File: src/rtl/byte_stream_alu.sv
// Byte-stream ALU: takes opcode, operand A, operand B over valid/ready and
// returns A+B or A-B through a ripple-carry chain on a held result handshake.
module byte_stream_alu #(
  parameter int unsigned WIDTH = 8,
  parameter int unsigned CNT_W = 16
) (
  input  logic             clk,
  input  logic             rst,
  input  logic [WIDTH-1:0] in_data,
  input  logic             in_valid,
  output logic             in_ready,
  output logic [WIDTH-1:0] out_result,
  output logic             out_carry,
  output logic             out_op,
  output logic             out_valid,
  input  logic             out_ready,
  output logic             err_opcode,
  output logic [CNT_W-1:0] op_count
);

  typedef enum logic [1:0] {GET_OP, GET_A, GET_B, HOLD} state_e;

  localparam logic [WIDTH-1:0] OPC_ADD = WIDTH'(0);
  localparam logic [WIDTH-1:0] OPC_SUB = WIDTH'(1);

  state_e           state_q;
  logic             op_q;
  logic [WIDTH-1:0] a_q;
  logic [WIDTH-1:0] result_q;
  logic             carry_q;
  logic             out_op_q;
  logic             valid_q;
  logic             err_q;
  logic [CNT_W-1:0] cnt_q;

  logic [WIDTH-1:0] b_eff_c;
  logic [WIDTH-1:0] sum_c;
  logic [WIDTH:0]   chain_c;
  logic             in_fire_c;

  // Input side is open in every GET state and closed while reset is asserted.
  assign in_ready  = (state_q != HOLD) && !rst;
  assign in_fire_c = in_valid && in_ready;

  // Ripple-carry chain; subtraction is A + ~B with carry-in 1.
  always_comb begin
    b_eff_c    = op_q ? ~in_data : in_data;
    sum_c      = '0;
    chain_c    = '0;
    chain_c[0] = op_q;
    for (int i = 0; i < int'(WIDTH); i++) begin
      sum_c[i]     = a_q[i] ^ b_eff_c[i] ^ chain_c[i];
      chain_c[i+1] = (a_q[i] & b_eff_c[i]) | (chain_c[i] & (a_q[i] ^ b_eff_c[i]));
    end
  end

  always_ff @(posedge clk or posedge rst) begin
    if (rst) begin
      state_q  <= GET_OP;
      op_q     <= 1'b0;
      a_q      <= '0;
      result_q <= '0;
      carry_q  <= 1'b0;
      out_op_q <= 1'b0;
      valid_q  <= 1'b0;
      err_q    <= 1'b0;
      cnt_q    <= '0;
    end else begin
      err_q <= 1'b0;
      case (state_q)
        GET_OP: begin
          if (in_fire_c) begin
            if (in_data == OPC_ADD) begin
              op_q    <= 1'b0;
              state_q <= GET_A;
            end else if (in_data == OPC_SUB) begin
              op_q    <= 1'b1;
              state_q <= GET_A;
            end else begin
              err_q <= 1'b1;
            end
          end
        end
        GET_A: begin
          if (in_fire_c) begin
            a_q     <= in_data;
            state_q <= GET_B;
          end
        end
        GET_B: begin
          if (in_fire_c) begin
            result_q <= sum_c;
            carry_q  <= chain_c[WIDTH];
            out_op_q <= op_q;
            valid_q  <= 1'b1;
            state_q  <= HOLD;
          end
        end
        HOLD: begin
          if (valid_q && out_ready) begin
            valid_q <= 1'b0;
            cnt_q   <= cnt_q + CNT_W'(1);
            state_q <= GET_OP;
          end
        end
        default: state_q <= GET_OP;
      endcase
    end
  end

  assign out_result = result_q;
  assign out_carry  = carry_q;
  assign out_op     = out_op_q;
  assign out_valid  = valid_q;
  assign err_opcode = err_q;
  assign op_count   = cnt_q;

endmodule

File: config.mk
export PLATFORM = sky130hd
export DESIGN_NAME = byte_stream_alu
export DESIGN_NICKNAME = d
export VERILOG_FILES = /design/src/rtl/byte_stream_alu.sv
export SDC_FILE = /design/constraint.sdc
export NUM_CORES = 1
export LEC_CHECK = 0
export ABC_AREA = 1
export BUFFER_PORTS_ARGS = -buffer_cell sky130_fd_sc_hd__buf_2
export CORE_MARGIN = 3
export CORE_UTILIZATION = 55
export DETAILED_ROUTE_END_ITERATION = 10
export HOLD_SLACK_MARGIN = 0.1
export PLACE_DENSITY_LB_ADDON = 0.1
export REMOVE_ABC_BUFFERS = 1
export SLEW_MARGIN = 20
export SYNTH_ARGS = -nofsm -noshare
export SYNTH_HDL_FRONTEND = slang
export SYNTH_SLANG_ARGS = --single-unit
File: constraint.sdc
create_clock -name clk -period 4.2 [get_ports clk]
set_clock_uncertainty 0.15 [all_clocks]
set_input_delay 0.84 -clock clk [delete_from_list [all_inputs] [get_ports clk]]
set_output_delay 0.84 -clock clk [all_outputs]
set_load 0.05 [all_outputs]
* After elaboration in Yosys (flattened, before gate mapping) *
Index checks and enable logic that the tools add are counted.

operators by class
  $add $sub $neg = 1
  multipliers = 0
  divide/modulo/power cells = 0
  $lt $le $gt $ge = 0
  eq/ne operators = 10
  shift-type cells = 0
  multiplexer cells = 17
  bitwise logic cells = 41
  reduce and logical (&&, ||, !) cells = 14

operator list
  kind                                                                   number
  16-bit by 1-bit adder with 16-bit output, second input constant        1
  1-bit AND                                                              16
  1-bit bitwise XOR                                                      16
  2-bit two-way mux                                                      6
  2-bit != test, second input constant                                   5
  8-bit by 1-bit equality test with 1-bit output, second input constant  1
  8-bit zero test                                                        1
  1-bit two-way mux                                                      8
  8-bit two-way mux                                                      1
  8-bit inverter                                                         1
  1-bit bitwise OR                                                       8
  2-bit one-hot mux with 4 select lines                                  1
  2-bit AND reduction                                                    3
  3-bit AND reduction                                                    2
  5-bit AND reduction                                                    1
  2-bit equality test, second input constant                             2
  2-bit nonzero test                                                     2
  1-bit logical AND                                                      3
  3-bit != test, second input constant                                   1
  2-bit by 1-bit equality test with 1-bit output, second input constant  1
  2-bit zero test                                                        1
  1-bit one-hot mux with 2 select lines                                  1
  1-bit zero test                                                        1

storage, ports and cells
  register bits after elaboration = 39
  latch bits = 0
  memory bits (writable) = 0
  bits in read-only memories = 0
  input bits = 12
  output and inout bits = 29
  word-level logic and storage cells = 92
  memories kept = 0

* Logic depth before layout (Yosys ltp) *
  depth in word-level cells = 19
  depth in mapped cells = 14
  depth with buffers taken out = 13

* Worst setup path after synthesis *
Ideal clock, no wire load.

  path type = input to register
  from = input in_data[0]
  to = register result_q[7] (netlist: out_result[7])
  setup time = 0.118 ns
  arrival = 3.676 ns
  data required time = 3.932 ns
  setup slack = 0.256 ns
  stages on the path = 12
  path buffers = 0
  path through = o21ai_0 fa_1 inv_1 fa_1 fa_1 fa_1 fa_1 fa_1 inv_1 fa_1 nand2_1 nand2_1

between the ends
  cells in the longest elaborated chain, start to end = 18
  elaborated cells between the ends (all ways) = 19
  those cells by class = 1 x mux; 18 x bitwise

ends and longest elaborated chain
  item                  line  RTL
  from (decl)           9     input logic [WIDTH-1:0] in_data,
  8-bit inverter        47    b_eff_c = op_q ? ~in_data : in_data;
  8-bit two-way mux *   47
  1-bit bitwise XOR     53    chain_c[i+1] = (a_q[i] & b_eff_c[i]) | (chain_c[i] & (a_q[i] ^ b_eff_c[i]));
  1-bit AND             53
  1-bit bitwise OR *    53
  1-bit AND *           53
  1-bit bitwise OR *    53
  1-bit AND *           53
  [3 not listed]        --
  1-bit AND *           53
  1-bit bitwise OR *    53
  1-bit AND *           53
  1-bit bitwise OR *    53
  1-bit AND *           53
  1-bit bitwise OR *    53
  1-bit bitwise XOR *   52    sum_c[i] = a_q[i] ^ b_eff_c[i] ^ chain_c[i];
  via sum_c[7]          37    logic [WIDTH-1:0] sum_c;
  to (signal assigned)  92    result_q <= sum_c;
  to (decl)             29    logic [WIDTH-1:0] result_q;

Mark *: on every way through the listed nets, which the timed path passes. The rest lies on a longest branch.
A chain may end at the register's enable or synchronous reset.

* Final worst setup path *
Ends and elaborated chain as after synthesis.

==> reports/metrics.yaml <==
run_status:
  status: "finished clean"
power:
  power.density_cell_area_mw_per_mm2: 630
  p_int_mw: 0.897
  leakagePower_nw: 1.40
  switching_share_pct: 44.3
  finalPower_mw: 1.61
  combPwrFrac_pct: 44.9
  pwr-share-seq_pct: 35.0
  irDropWorstVdd_uv: 387
  pwr-share-clk_pct: 20.1
  power_switching_mw: 0.712
hold_path:
  hp-class: "flop to flop"
finish:
  fin_nets: 310
  area_growth_pct: 17.1
  fin_area_mm2: 0.00255
  drive_gt1_share_pct: 27.5
  nFillCells: 341
  diodes: 0
floorplanning:
  top_level_ports: 41
  die_h_um: 68.9
  die_w_um: 68.9
  die_area_mm2: 0.00475
  rows: 22
  core_mm2: 0.00374
  initial_utilization_pct: 58.2
yosys:
  synth_cell_types: 26
  synth-edff-count: 0
  ys.warnings.count: 0
  synthesis.area_mm2: 0.00218
  yosysTopAreaCellShare_pct: 44.8
  synth_flop_cell: "dfrtp_1"
  ys_seq_area_share_pct: 44.8
  synthArstFlopShare_pct: 100
  synth_area_leaders: "dfrtp_1 45%, nand2_1 12%, fa_1 6.4%"
  syn_avg_cell_area_um2: 9.11
  synth-seq-cells: 39
  synth_most_common_cell: "nand2_1"
  synth_top_cell_by_area: "dfrtp_1"
  synthCells: 239
  synth.top_cells.by_count: "67 x nand2_1, 39 x dfrtp_1, 34 x inv_1"
setup_path:
  crit_top_cell: "fa_1"
  path_cells: "buf_2 > o21ai_0 > fa_1 > inv_1 > fa_1 > fa_1 > fa_1 > fa_1 > fa_1 > inv_1 > fa_1 > nand2_1 > nand2_1"
  max_stage_delay_ps: 400
  cp_max_fo: 3
  critPathRequiredTime_ps: 4240
  cpMaxStageDelayCell: "fa_1"
  arrival_ps: 3980
  path_class: "input pin to flop"
  worst_setup_path_start_kind: "input pin"
  critical_path.endpoint_type: "flop"
timing:
  fin_tns_setup_ps: 0
  holdWs_ps: 331
  min_period_over_period_pct: 93.9
  max_slew.worst_pin.slew_ps: 595
  hold_viol: 0
  slew_headroom_pct: 60.3
  setup_viol: 0
  fmaxAchievable_mhz: 254
  rsz0062_at_grt: "false"
  post-route-min-period_ps: 3940
  drv_slew: 0
global_routing:
  grt_pass1_wl_mm: 6.93
  grt_overflow: 0
  grt_pass1_vias: 1545
  grt_antenna_before_repair: 0
  track_usage_pct: 19.9
  grt_max_degree: 25
clocking:
  cts_sinks: 39
  cts.reportedPaths.clkPinSlew_ps: 80
  ctsLongestPathBuffers: 2
  cts_buffers: 5
  tritoncts: "built"
  post_cts_buffers: 0
  clock-root-buffer: "clkbuf_8"
  htreeDepth: 2
  cts_repair_resize_count: 0
  worstSkewPairLatency_ps: 290
  cts_hold_buf: 0
route:
  vias_per_cell: 4.88
  routedWlPerCell_um: 12.2
  drt-total-wl_mm: 4.08
  ant_nets: 0
  drc: 0
  drtIter0Drc: 76
  vias: 1636
  drtPass1Iterations: 4
job:
  cap_viol_max_count: 0
place:
  hpwlAfterDp_mm: 3.07
  placed_area_mm2: 0.00243
  io_buffers: 40
  globalplace.congestion: 0.773
power by group through the flow:
stage | Combinational, mW | Sequential (mW) | Clock, mW
finish | 0.722 | 0.563 | 0.323
global route | 0.802 | 0.584 | 0.347
CTS | 0.734 | 0.566 | 0.330
detailed placement | 0.731 | 0.573 | 0
global placement | 0.721 | 0.567 | 0
floorplan | 0.351 | 0.789 | 0
layout by cell type (no fill, tap or decap):
master	count
inv_1	34
a21oi_2	3
fa_1	7
nand3_4	1
clkinv_2	1
o21ai_0	3
dfrtp_1	39
o21bai_2	1
bufinv_16	1
nand3_1	10
ha_1	5
nand2_4	3
nor2_2	2
nor2_4	3
buf_4	3
nand4_1	5
buf_2	40
o21ai_2	12
nand2_2	1
a21boi_0	1
xor2_1	8
clkbuf_8	6
nor2_1	17
nand3b_1	2
inv_2	1
o21ai_1	1
inv_4	1
xnor2_1	9
nand2_1	67
final timing paths:
check	start	end	slack [ps]	depth (start not counted)
max	in_data[0]	out_result[7]	260	13
min	out_result[4]	out_result[4]	330	2
max reg2reg	op_q	out_result[7]	450	13
min reg2reg	out_result[4]	out_result[4]	330	2
max in group asynchronous	rst	a_q[6]	2700	3
min in group asynchronous	rst	op_count[15]	470	2
metrics by stage:
stage	utilization (%)	setup WS, ps	std cells
CTS	68.1	255	335
detailed placement	65.0	-47.0	327
global placement	65.0	10.5	327
finish	68.1	257	335
floorplan	-	256	236
global route	68.1	93.6	335
kinds of logic (layout without fill, tap and decap cells):
| group | Yosys count | count (layout) | synth area share [%] |
|---|---|---|---|
| xor gates and xnor gates | 17 | 17 | 6.84 |
| adders and majority gates | 12 | 12 | 9.30 |
| buffers and inverters | 39 | 87 | 7.58 |
| DFF | 39 | 39 | 44.8 |
| and+or+nand+nor | 111 | 111 | 23.7 |
| AOI/OAI and AO/OA | 21 | 21 | 7.81 |
registers in the layout, indices dropped and copies added (netlist names):
register and flops:
out_valid 1, out_result 8, out_op 1, a_q 8, state_q 2, out_carry 1, op_q 1, op_count 16
err_opcode 1
routing by layer:
layer	global-route usage (%)	part of all wire, %	vias to the layer above
li1	-	-	827
met1	26.0	45	772
met2	33.0	48	32
met3	4.54	5.4	5
met4	6.08	1.3	0
met5	0	0	-
critical path: cells and delay by family:
kind	cells	cell delay, ps
AND/OR/NAND/NOR	2	110
AO/OA/AOI/OAI	1	230
buffers and inverters	3	250
adder cells (fa/ha/maj)	7	2550
cell type report:
class | count | area (um^2) | share of cell area (%)
Sequential cell | 39 | 976 | 38.3
Multi-Input combinational cell | 161 | 1040 | 40.7
Timing Repair Buffer | 43 | 223 | 8.73
Clock inverter | 2 | 35.0 | 1.37
Inverter | 36 | 138 | 5.39
Tap cell | 48 | 60.1 | 2.35
Clock buffer | 6 | 82.6 | 3.24
Note: power is estimated with default switching activity, not from simulation.
